<file path="config.mk">
export PLATFORM = sky130hd
export DESIGN_NAME = sprite_compositor
export DESIGN_NICKNAME = d
export VERILOG_FILES = /design/src/rtl/video_pkg.sv /design/src/rtl/sprite_palette.sv /design/src/rtl/sprite_compositor.sv
export SDC_FILE = /design/constraint.sdc
export NUM_CORES = 1
export LEC_CHECK = 0
export CAP_MARGIN = 10
export CELL_PAD_IN_SITES_DETAIL_PLACEMENT = 1
export CELL_PAD_IN_SITES_GLOBAL_PLACEMENT = 1
export CORE_MARGIN = 5
export CORE_UTILIZATION = 30
export DETAILED_ROUTE_END_ITERATION = 12
export GPL_TIMING_DRIVEN = 1
export PLACE_DENSITY = 0.52
export RECOVER_POWER = 50
export SYNTH_ARGS = -nofsm -noshare
export SYNTH_HDL_FRONTEND = slang
export SYNTH_SLANG_ARGS = --single-unit
</file>
<file path="constraint.sdc">
create_clock -name clk -period 1.32 [get_ports clk]
set_input_delay 0.132 -clock clk [delete_from_list [all_inputs] [get_ports clk]]
set_output_delay 0.132 -clock clk [all_outputs]
set_load 0.1 [all_outputs]
</file>
<file path="src/rtl/video_pkg.sv">
// Shared video constants and colour type for the sprite compositing path.
package video_pkg;
  localparam int COLOR_BITS        = 4;
  localparam int TRANSPARENT_INDEX = 0;
  localparam int SPRITE_ADDR_BITS  = 8;
  localparam int PIPE_LATENCY      = 2;
  localparam int PAL_IDX_BITS      = 4;
  localparam int PAL_ENTRIES       = 1 << PAL_IDX_BITS;

  typedef struct packed {
    logic [COLOR_BITS-1:0] r;
    logic [COLOR_BITS-1:0] g;
    logic [COLOR_BITS-1:0] b;
  } rgb_t;
endpackage

</file>
<file path="src/rtl/sprite_palette.sv">
// 16-entry colour register file: one synchronous write port, one combinational read port.
module sprite_palette
  import video_pkg::*;
#(
  parameter int W = 3 * COLOR_BITS
) (
  input  logic                    clk,
  input  logic                    reset_n,
  input  logic                    we,
  input  logic [PAL_IDX_BITS-1:0] wr_idx,
  input  logic [W-1:0]            wr_data,
  input  logic [PAL_IDX_BITS-1:0] rd_idx,
  output logic [W-1:0]            rd_data
);
  logic [PAL_ENTRIES-1:0][W-1:0] mem;

  always_ff @(posedge clk or negedge reset_n) begin
    if (!reset_n) mem <= '0;
    else if (we)  mem[wr_idx] <= wr_data;
  end

  // Read sees the pre-edge contents, so a same-cycle write is not forwarded.
  assign rd_data = mem[rd_idx];
endmodule

</file>
<file path="src/rtl/sprite_compositor.sv">
// Two-stage sprite-over-playfield compositor with palette lookup and sticky collision flag.
module sprite_compositor #(
  parameter int COLOR_BITS        = video_pkg::COLOR_BITS,
  parameter int TRANSPARENT_INDEX = video_pkg::TRANSPARENT_INDEX
) (
  input  logic                                   clk,
  input  logic                                   reset_n,
  input  logic                                   sprite_active,
  input  logic [video_pkg::SPRITE_ADDR_BITS-1:0] sprite_address,
  input  logic                                   in_visible,
  input  logic                                   in_hsync,
  input  logic                                   in_vsync,
  input  logic [3*COLOR_BITS-1:0]                bg_color,
  input  logic                                   bg_opaque,
  output logic [video_pkg::SPRITE_ADDR_BITS-1:0] sprite_rom_addr,
  input  logic [video_pkg::PAL_IDX_BITS-1:0]     sprite_rom_data,
  input  logic                                   pal_we,
  input  logic [video_pkg::PAL_IDX_BITS-1:0]     pal_index,
  input  logic [3*COLOR_BITS-1:0]                pal_data,
  input  logic                                   collision_clear,
  output logic                                   collision,
  output logic [3*COLOR_BITS-1:0]                vga_color,
  output logic                                   vga_hsync,
  output logic                                   vga_vsync
);
  localparam int CW = 3 * COLOR_BITS;
  localparam logic [video_pkg::PAL_IDX_BITS-1:0] TRANSP = video_pkg::PAL_IDX_BITS'(TRANSPARENT_INDEX);

  logic          act_s1, vis_s1, hs_s1, vs_s1, bgo_s1;
  logic [CW-1:0] bg_s1;
  logic          opaque_hit, coll_set;
  logic [CW-1:0] pal_rd, color_d;

  // Stage 0: the external ROM registers the address, so its data lines up with stage 1.
  assign sprite_rom_addr = sprite_address;

  always_ff @(posedge clk or negedge reset_n) begin
    if (!reset_n) begin
      act_s1 <= 1'b0;
      vis_s1 <= 1'b0;
      hs_s1  <= 1'b1;
      vs_s1  <= 1'b1;
      bgo_s1 <= 1'b0;
      bg_s1  <= '0;
    end else begin
      act_s1 <= sprite_active;
      vis_s1 <= in_visible;
      hs_s1  <= in_hsync;
      vs_s1  <= in_vsync;
      bgo_s1 <= bg_opaque;
      bg_s1  <= bg_color;
    end
  end

  assign opaque_hit = act_s1 && (sprite_rom_data != TRANSP);
  assign coll_set   = opaque_hit && bgo_s1 && vis_s1;

  sprite_palette #(.W(CW)) u_pal (
    .clk     (clk),
    .reset_n (reset_n),
    .we      (pal_we),
    .wr_idx  (pal_index),
    .wr_data (pal_data),
    .rd_idx  (sprite_rom_data),
    .rd_data (pal_rd)
  );

  always_comb begin
    color_d = '0;
    if (vis_s1) color_d = opaque_hit ? pal_rd : bg_s1;
  end

  always_ff @(posedge clk or negedge reset_n) begin
    if (!reset_n) begin
      vga_color <= '0;
      vga_hsync <= 1'b1;
      vga_vsync <= 1'b1;
      collision <= 1'b0;
    end else begin
      vga_color <= color_d;
      vga_hsync <= hs_s1;
      vga_vsync <= vs_s1;
      // A new hit outranks a coincident clear.
      collision <= coll_set || (collision && !collision_clear);
    end
  end
endmodule

</file>
==> impl_metrics.prom, run 1 <==
# TYPE chip_impl_metric gauge
chip_impl_info{name="status",value="finished with violations"} 1
chip_impl_info{name="violations",value="negative setup slack"} 1
chip_impl_metric{name="netSwitchingFraction",unit="%"} 26.57
chip_impl_info{name="cp_slowest_cell",value="sky130_fd_sc_hd__clkdlybuf4s50_1"} 1
chip_impl_metric{name="clockPowerShare",unit="%"} 33.9
chip_impl_info{name="grt_setup_unrepaired",value="yes"} 1
chip_impl_metric{name="flow.area_growth_from_synthesis",unit="%"} 26.06
chip_impl_info{name="largest_registers",value="u_pal.mem: 180 flops, bg_s1: 12 flops, vga_color: 12 flops"} 1
chip_impl_metric{name="multi_input_comb_area",unit="sq mm"} 0.003895
chip_impl_info{name="critical_path.reg2reg.startpoint",value="u_pal.mem[46]"} 1
chip_impl_metric{name="drt_met1_wl",unit="microns"} 11610
chip_impl_metric{name="finalWorstSetupSlack",unit="ns"} -0.04472
chip_impl_metric{name="netlist_instances",unit=""} 669
chip_impl_metric{name="port_buffers",unit=""} 55
chip_impl_info{name="mostFrequentLayoutCell",value="sky130_fd_sc_hd__dfrtp_1"} 1
chip_impl_metric{name="initial_core_util",unit="%"} 30.56
chip_impl_metric{name="netlist.area_leader.share",unit="%"} 55.39
chip_impl_metric{name="drcViolationCount",unit=""} 0
chip_impl_metric{name="grt_first_pass_wirelength",unit="microns"} 41110
chip_impl_metric{name="synth_area",unit="sq mm"} 0.009397
chip_impl_metric{name="global_route.usage.total",unit="%"} 14.94
chip_impl_info{name="root_buffer",value="sky130_fd_sc_hd__clkbuf_16"} 1
chip_impl_metric{name="dp_slack",unit="ns"} -0.6106
chip_impl_info{name="regMostFlops",value="u_pal.mem"} 1
chip_impl_info{name="clock_tree_from_tritoncts",value="built"} 1
chip_impl_metric{name="ys_warn_count",unit=""} 0
chip_impl_metric{name="layout-drive-gt1-share",unit="%"} 45.68
chip_impl_info{name="timing.rr.end",value="vga_color[10]"} 1
chip_impl_info{name="postSynth.topFlopCell",value="sky130_fd_sc_hd__dfrtp_1"} 1
chip_impl_metric{name="power_density",unit="mW/mm^2"} 1553
chip_impl_metric{name="design.core.area",unit="sq mm"} 0.03075
chip_impl_metric{name="max_slew.worst_pin.slew",unit="ns"} 0.6297
chip_impl_metric{name="leakage",unit="uW"} 0.005100
chip_impl_metric{name="totalWireLength",unit="microns"} 26220
chip_impl_metric{name="crit_path_max_incr_delay",unit="ns"} 0.58
chip_impl_metric{name="regArea",unit="sq mm"} 0.005311
chip_impl_metric{name="instances_no_fill",unit=""} 1161
chip_impl_metric{name="setup_violations",unit=""} 10
chip_impl_metric{name="path_clk_slew",unit="ns"} 0.06
chip_impl_info{name="critical_path.cell_chain",value="clkdlybuf4s50_1 -> o41a_1 -> buf_4 -> o21ai_0 -> buf_4 -> a21oi_1"} 1
chip_impl_metric{name="number_of_enable_type_register_cells_in_the_synthesized_netlist",unit=""} 0
chip_impl_metric{name="cts-root-to-sink-buffers",unit=""} 3
chip_impl_metric{name="grt_start_max_net_pins",unit=""} 62
chip_impl_metric{name="synthesis.nets",unit=""} 718
chip_impl_metric{name="cp_num_buf_inv",unit=""} 3
chip_impl_info{name="worstHoldPathType",value="input pin to async pin"} 1
chip_impl_metric{name="path_max_fanout",unit=""} 7
chip_impl_info{name="yosys.area.top_type",value="sky130_fd_sc_hd__dfrtp_1"} 1
chip_impl_metric{name="die-area",unit="sq mm"} 0.03496
chip_impl_metric{name="route.antenna.remaining_nets",unit=""} 0
chip_impl_metric{name="cts_buffers",unit=""} 25
chip_impl_metric{name="gr-total-overflow",unit=""} 0
chip_impl_metric{name="detailedPlacementHpwl",unit="microns"} 18590
chip_impl_metric{name="nets",unit=""} 801
chip_impl_metric{name="report.final.slew_viol_count",unit=""} 0
chip_impl_metric{name="die-width",unit="microns"} 187.0
chip_impl_metric{name="clock_latency_of_the_later_clocked_register_in_the_worst_skew_pair",unit="ns"} 0.51
chip_impl_metric{name="largest_register_ffs",unit=""} 180
chip_impl_metric{name="final_min_period_over_clock_period",unit="%"} 103.4
chip_impl_metric{name="yosys.cell_types.count",unit=""} 33
chip_impl_info{name="netlist_top_cells_area",value="sky130_fd_sc_hd__dfrtp_1 55%, sky130_fd_sc_hd__mux2_2 23%, sky130_fd_sc_hd__mux2i_1 3.8%"} 1
chip_impl_metric{name="proportion_of_synthesized_chip_area_in_sequential_cells",unit="%"} 56.51
chip_impl_metric{name="detailroute.via_count",unit=""} 5912
chip_impl_info{name="crit_start",value="sprite_rom_data[3]"} 1
chip_impl_metric{name="cp.arrival",unit="ns"} 1.75
chip_impl_metric{name="avgRoutedWirePerCell",unit="microns"} 22.59
chip_impl_metric{name="worst_endpoint_required_time",unit="ns"} 1.71
chip_impl_info{name="setup.worst_path.class",value="input pin to flop"} 1
chip_impl_metric{name="power.share.combinational",unit="%"} 19.5
chip_impl_metric{name="cts_htree_levels",unit=""} 1
chip_impl_metric{name="grt_antenna_before_repair",unit=""} 0
chip_impl_metric{name="drt-initial-drc-count",unit=""} 333
chip_impl_metric{name="die_h",unit="microns"} 187.0
chip_impl_metric{name="post-route-min-period",unit="ns"} 1.365
chip_impl_metric{name="post-place-cells",unit=""} 1117
chip_impl_metric{name="place.gp.congestion",unit=""} 0.8120
chip_impl_metric{name="p_switching",unit="uW"} 4889
chip_impl_metric{name="internal_power",unit="uW"} 13510
chip_impl_metric{name="cap_violations",unit=""} 0
chip_impl_metric{name="report.power.total",unit="uW"} 18400
chip_impl_metric{name="clock_skew",unit="ns"} 0.007622
chip_impl_metric{name="detail_route.first_pass.iterations",unit=""} 5
chip_impl_metric{name="rows",unit=""} 64
chip_impl_metric{name="worst-r2r-cell-count",unit=""} 4
chip_impl_info{name="critPathTopFamily",value="buffers and inverters"} 1
chip_impl_info{name="critPathLaunchType",value="input pin"} 1
chip_impl_metric{name="dr_wl_met3",unit="microns"} 867
chip_impl_metric{name="synthArstFlopShare",unit="%"} 100.0
chip_impl_info{name="crit_top_cell",value="sky130_fd_sc_hd__buf_4"} 1
chip_impl_metric{name="hold_violations",unit=""} 0
chip_impl_metric{name="maxClockFrequency",unit="MHz"} 732.8
chip_impl_metric{name="top_level_ports",unit=""} 72
chip_impl_metric{name="power.ir.vdd_worst",unit="mV"} 1.021
chip_impl_metric{name="timing.slew.headroom",unit="%"} 57.83
chip_impl_info{name="final_cell_mix",value="207 x sky130_fd_sc_hd__dfrtp_1, 186 x sky130_fd_sc_hd__mux2_2, 43 x sky130_fd_sc_hd__buf_4, 36 x sky130_fd_sc_hd__mux2i_1, 30 x sky130_fd_sc_hd__buf_12"} 1
chip_impl_metric{name="postSynthAreaPerCell",unit="sq um"} 14.05
chip_impl_metric{name="finalHoldWorstSlack",unit="ns"} 0.1456
chip_impl_metric{name="ys_ff_latch",unit=""} 212
chip_impl_metric{name="seqPwrFrac",unit="%"} 46.6
chip_impl_info{name="end_kind",value="flop"} 1
chip_impl_metric{name="drt-vias-per-instance",unit=""} 5.092
chip_impl_metric{name="clock_sink_count",unit=""} 212
chip_impl_info{name="routed.top_layer",value="met4"} 1
chip_impl_metric{name="fillCellCount",unit=""} 3195
chip_impl_metric{name="reg2reg_setup_slack",unit="ns"} -0.03
chip_impl_metric{name="met2RoutedLength",unit="microns"} 13140
chip_impl_metric{name="number_of_global_route_vias_before_repair",unit=""} 6829
==> how the worst max path moves through the flow <==
stage	to	slack [ns]	cells past startpoint
6_report	vga_color[5]	-0.04	6
5_1_grt	vga_color[10]	-0.11	4
4_1_cts	vga_hsync	-0.07	1
3_5_place_dp	u_pal.mem[69]	-0.61	5
3_3_place_gp	u_pal.mem[66]	-0.56	5
2_1_floorplan	vga_color[1]	0.007	6
==> synth_stat cells (13+ instances only) <==
master	count
sky130_fd_sc_hd__dfrtp_1	208
sky130_fd_sc_hd__inv_1	13
sky130_fd_sc_hd__buf_4	15
sky130_fd_sc_hd__clkbuf_1	25
sky130_fd_sc_hd__buf_2	20
sky130_fd_sc_hd__o21ai_0	25
sky130_fd_sc_hd__nor2b_1	16
sky130_fd_sc_hd__mux2i_1	36
sky130_fd_sc_hd__mux2_2	191
==> layout make-up <==
| cell class | instances | area share [%] |
|---|---|---|
| inverters | 13 | 0.4120 |
| clock buffers | 39 | 6.148 |
| well taps | 396 | 4.183 |
| repair buffers | 118 | 11.51 |
| flip-flops and latches | 212 | 44.84 |
| diodes | 1 | 0.02113 |
| multi-input cells | 382 | 32.88 |
==> routing by layer <==
layer / vias to the layer above / global-route usage, %
met5: - / 0
met4: 0 / 3.754
met3: 44 / 2.389
met2: 108 / 26.19
met1: 3170 / 19.37
li1: 2590 / -
==> cell families (layout without fill, tap and decap cells) <==
group	after synthesis	after routing	synth area share, %
buf+inv	75	170	3.875
mux	240	240	29.72
compound gates	98	98	7.044
simple gates	44	44	2.850
other cells	0	1	0
flops	212	212	56.51
==> worst reg2reg max path: stages (launching register included) <==
cell and delay, ns:
sky130_fd_sc_hd__dfrtp_1 0.38, sky130_fd_sc_hd__mux2_4 0.27, sky130_fd_sc_hd__a22o_1 0.25, sky130_fd_sc_hd__a221oi_2 0.23, sky130_fd_sc_hd__a21oi_1 0.11
==> what timing repair did <==
item / 4_1_cts / 5_1_grt
endpoints found under the hold margin: 208 / 0
hold buffers: 1 / 0
resized for setup: 22 / 20
buffers inserted: 0 / 3
pin swaps: 3 / 17
setup endpoints to repair: 76 / 163
==> power by group through the flow <==
| stage | Combinational, uW | Clock, uW | Sequential, uW |
|---|---|---|---|
| final | 3580 | 6240 | 8580 |
| after global routing | 3910 | 6720 | 8720 |
| after CTS | 3630 | 6450 | 8580 |
| after detailed placement | 3550 | 0 | 8690 |
| after global placement | 3430 | 0 | 8570 |
| after floorplan | 2190 | 0 | 8660 |
==> per-stage QoR <==
step / setup TNS, ns / cell area [sq um] / utilization (%)
3_3_place_gp: -95.39 / 10950 / 35.62
3_5_place_dp: -102.30 / 10950 / 35.62
4_1_cts: -0.1761 / 11790 / 38.33
5_1_grt: -2.797 / 11840 / 38.51
6_report: -0.2871 / 11850 / 38.52
2_1_floorplan: 0 / 9405 / -
(Power assumes the default switching activity.)
==> inputs of run 2 (changes only) <==
--- a/config.mk
+++ b/config.mk
@@ -12,7 +12,7 @@
 export CORE_UTILIZATION = 30
 export DETAILED_ROUTE_END_ITERATION = 12
 export GPL_TIMING_DRIVEN = 1
-export PLACE_DENSITY = 0.52
+export PLACE_DENSITY = 0.5
 export RECOVER_POWER = 50
 export SYNTH_ARGS = -nofsm -noshare
 export SYNTH_HDL_FRONTEND = slang
==> constraint.sdc (replaced) <==
create_clock -name clk -period 1.6 [get_ports clk]
set_input_delay 0.16 -clock clk [delete_from_list [all_inputs] [get_ports clk]]
set_output_delay 0.16 -clock clk [all_outputs]
set_load 0.1 [all_outputs]
==> run 2 against run 1 <==
  * The run now ends clean
  * Sequential share of layout area is 0.17 points higher
  * Die area did not move
  * Critical endpoint is now vga_color[0]
  * Setup slack gained 0.16 ns
  * Critical path type is now flop to flop
==> impl_metrics.prom, run 2 (synthesized netlist as in run 1, its figures left out) <==
# TYPE chip_impl_metric gauge
chip_impl_info{name="status",value="finished, final reports clean"} 1
chip_impl_metric{name="setup_violations",unit=""} 0
chip_impl_metric{name="avgRoutedWirePerCell",unit="microns"} 22.63
chip_impl_metric{name="diodes",unit=""} 0
chip_impl_metric{name="clock_latency_of_the_later_clocked_register_in_the_worst_skew_pair",unit="ns"} 0.53
chip_impl_metric{name="clock_sink_count",unit=""} 212
chip_impl_metric{name="global_route.usage.total",unit="%"} 15.07
chip_impl_info{name="clock_tree_from_tritoncts",value="built"} 1
chip_impl_info{name="grt_setup_unrepaired",value="no"} 1
chip_impl_metric{name="cts-root-to-sink-buffers",unit=""} 3
chip_impl_metric{name="die_h",unit="microns"} 187.0
chip_impl_metric{name="number_of_global_route_vias_before_repair",unit=""} 6641
chip_impl_metric{name="largest_register_ffs",unit=""} 180
chip_impl_metric{name="leakage",unit="uW"} 0.005041
chip_impl_metric{name="initial_core_util",unit="%"} 30.56
chip_impl_metric{name="route.antenna.remaining_nets",unit=""} 0
chip_impl_metric{name="grt_antenna_before_repair",unit=""} 0
chip_impl_metric{name="place.gp.congestion",unit=""} 0.7822
chip_impl_metric{name="report.final.slew_viol_count",unit=""} 0
chip_impl_info{name="final_cell_mix",value="208 x sky130_fd_sc_hd__dfrtp_1, 191 x sky130_fd_sc_hd__mux2_2, 39 x sky130_fd_sc_hd__buf_4, 36 x sky130_fd_sc_hd__mux2i_1, 30 x sky130_fd_sc_hd__buf_12"} 1
chip_impl_metric{name="detailroute.via_count",unit=""} 5850
chip_impl_metric{name="drt-initial-drc-count",unit=""} 261
chip_impl_metric{name="totalWireLength",unit="microns"} 26290
chip_impl_metric{name="cap_violations",unit=""} 0
chip_impl_metric{name="clockPowerShare",unit="%"} 37.3
chip_impl_metric{name="final_min_period_over_clock_period",unit="%"} 92.78
chip_impl_metric{name="detail_route.first_pass.iterations",unit=""} 4
chip_impl_metric{name="grt_start_max_net_pins",unit=""} 53
chip_impl_metric{name="cp_num_buf_inv",unit=""} 0
chip_impl_metric{name="path_clk_slew",unit="ns"} 0.06
chip_impl_metric{name="clock_skew",unit="ns"} 0.008474
chip_impl_info{name="critical_path.cell_chain",value="mux2_2 -> a22o_1 -> a221oi_1 -> a21oi_1"} 1
chip_impl_metric{name="hold_violations",unit=""} 0
chip_impl_info{name="end_kind",value="flop"} 1
chip_impl_metric{name="worst_endpoint_required_time",unit="ns"} 1.99
chip_impl_metric{name="nets",unit=""} 799
chip_impl_metric{name="flow.area_growth_from_synthesis",unit="%"} 25.55
chip_impl_metric{name="crit_path_max_incr_delay",unit="ns"} 0.38
chip_impl_info{name="mostFrequentLayoutCell",value="sky130_fd_sc_hd__dfrtp_1"} 1
chip_impl_info{name="largest_registers",value="u_pal.mem: 180 flops, bg_s1: 12 flops, vga_color: 12 flops"} 1
chip_impl_metric{name="drcViolationCount",unit=""} 0
chip_impl_metric{name="cts_buffers",unit=""} 26
chip_impl_metric{name="die-area",unit="sq mm"} 0.03496
chip_impl_metric{name="final_core_utilization",unit="%"} 38.37
chip_impl_metric{name="maxClockFrequency",unit="MHz"} 673.6
chip_impl_metric{name="finalHoldWorstSlack",unit="ns"} 0.1328
chip_impl_metric{name="power_density",unit="mW/mm^2"} 1338
chip_impl_metric{name="max_slew.worst_pin.slew",unit="ns"} 1.036
chip_impl_info{name="regMostFlops",value="u_pal.mem"} 1
chip_impl_metric{name="power.share.combinational",unit="%"} 17.9
chip_impl_metric{name="top_level_ports",unit=""} 72
chip_impl_metric{name="cp.arrival",unit="ns"} 1.88
chip_impl_info{name="critPathTopFamily",value="compound AO/OA/AOI/OAI gates"} 1
chip_impl_metric{name="cts_htree_levels",unit=""} 1
chip_impl_info{name="root_buffer",value="sky130_fd_sc_hd__clkbuf_16"} 1
chip_impl_info{name="setup.worst_path.class",value="flop to flop"} 1
chip_impl_metric{name="drt-vias-per-instance",unit=""} 5.034
chip_impl_metric{name="reg2reg_setup_slack",unit="ns"} 0.12
chip_impl_info{name="cp_slowest_cell",value="sky130_fd_sc_hd__dfrtp_1"} 1
chip_impl_metric{name="p_switching",unit="uW"} 4133
chip_impl_metric{name="grt_first_pass_wirelength",unit="microns"} 41290
chip_impl_metric{name="power.ir.vdd_worst",unit="mV"} 0.8174
chip_impl_metric{name="die-width",unit="microns"} 187.0
chip_impl_metric{name="post-route-min-period",unit="ns"} 1.484
chip_impl_metric{name="internal_power",unit="uW"} 11650
chip_impl_metric{name="design.core.area",unit="sq mm"} 0.03075
chip_impl_metric{name="netSwitchingFraction",unit="%"} 26.18
chip_impl_metric{name="seqPwrFrac",unit="%"} 44.8
chip_impl_metric{name="rows",unit=""} 64
chip_impl_metric{name="detailedPlacementHpwl",unit="microns"} 18700
chip_impl_metric{name="timing.slew.headroom",unit="%"} 30.81
chip_impl_metric{name="port_buffers",unit=""} 55
chip_impl_metric{name="gr-total-overflow",unit=""} 0
chip_impl_info{name="worstHoldPathType",value="input pin to async pin"} 1
chip_impl_info{name="critPathLaunchType",value="flop"} 1
chip_impl_metric{name="path_max_fanout",unit=""} 2
chip_impl_metric{name="layout-drive-gt1-share",unit="%"} 44.13
[run 2: cell count changes in the layout (fill, tap and decap cells not counted), moves of 3 or more]
cell	before	now
sky130_fd_sc_hd__a221oi_2	11	0
sky130_fd_sc_hd__buf_4	43	39
sky130_fd_sc_hd__clkbuf_8	6	9
sky130_fd_sc_hd__clkbuf_4	0	3
sky130_fd_sc_hd__clkdlybuf4s50_1	14	19
sky130_fd_sc_hd__a221oi_1	1	12
sky130_fd_sc_hd__mux2_4	5	0
sky130_fd_sc_hd__o21ai_1	5	0
sky130_fd_sc_hd__clkbuf_1	9	3
sky130_fd_sc_hd__clkinv_2	0	3
sky130_fd_sc_hd__dlymetal6s2s_1	4	0
sky130_fd_sc_hd__o21ai_0	20	25
sky130_fd_sc_hd__mux2_2	186	191
[run 2: cell type report]
cell class	count	area [sq um]
Clock inverter	7	98.84
Clock buffer	37	772.0
Multi-Input combinational cell	382	3747
Tap cell	396	495.5
Inverter	13	48.80
Sequential cell	212	5310
Timing Repair Buffer	115	1325
Fill cell	3170	18950
[run 2: path summary, 6_finish.rpt]
| check | start | to | cells past startpoint |
|---|---|---|---|
| worst min register to register | vs_s1 | vga_vsync | 0 |
| worst max register to register | u_pal.mem[84] | vga_color[0] | 4 |
| worst max-delay path | u_pal.mem[84] | vga_color[0] | 4 |
| min in group clk | in_hsync | hs_s1 | 1 |
| max in group asynchronous | reset_n | u_pal.mem[72] | 3 |
| worst min-delay path | reset_n | u_pal.mem[144] | 2 |
[run 2: per-layer routing]
layer / wire (microns) / track usage, % / vias to the layer above
li1: - / - / 2600
met1: 11590 / 20.08 / 3091
met2: 13230 / 26.03 / 119
met3: 1006 / 2.464 / 40
met4: 468 / 3.242 / 0
met5: 0 / 0 / -
[run 2: through the flow]
stage | setup TNS [ns] | setup WS (ns) | cells | area (sq um) | total power [uW]
after floorplan | 0 | 0.1451 | 669 | 9397 | 8951
after CTS | 0 | 0.1005 | 1162 | 11860 | 16130
final | 0 | 0.1155 | 1162 | 11800 | 15790
after detailed placement | -50.88 | -0.4617 | 1117 | 10980 | 10080
after global placement | -46.81 | -0.3562 | 1117 | 10980 | 9910
after global routing | 0 | 0.05939 | 1162 | 11800 | 16610
[run 2: power groups by stage]
stage                     logic [uW]  registers (uW)  clock network (uW)
final                           2820            7080                5890
after floorplan                 1800            7150                   0
after CTS                       2930            7080                6120
after detailed placement        2920            7160                   0
after global routing            3070            7200                6340
after global placement          2830            7080                   0
[run 2: worst register-to-register path: cells and delay by family (launching register included)]
kind           cells  cell delay, ns
multiplexers       1            0.29
AO/OA/AOI/OAI      3            0.68
flip-flops         1            0.38
[run 2: timing repair]
item                                    CTS  global route
buffers inserted                          0             0
resized for setup                         0             2
endpoints found under the setup margin    0             6
hold buffers                              1             0
endpoints found under the hold margin   119             0
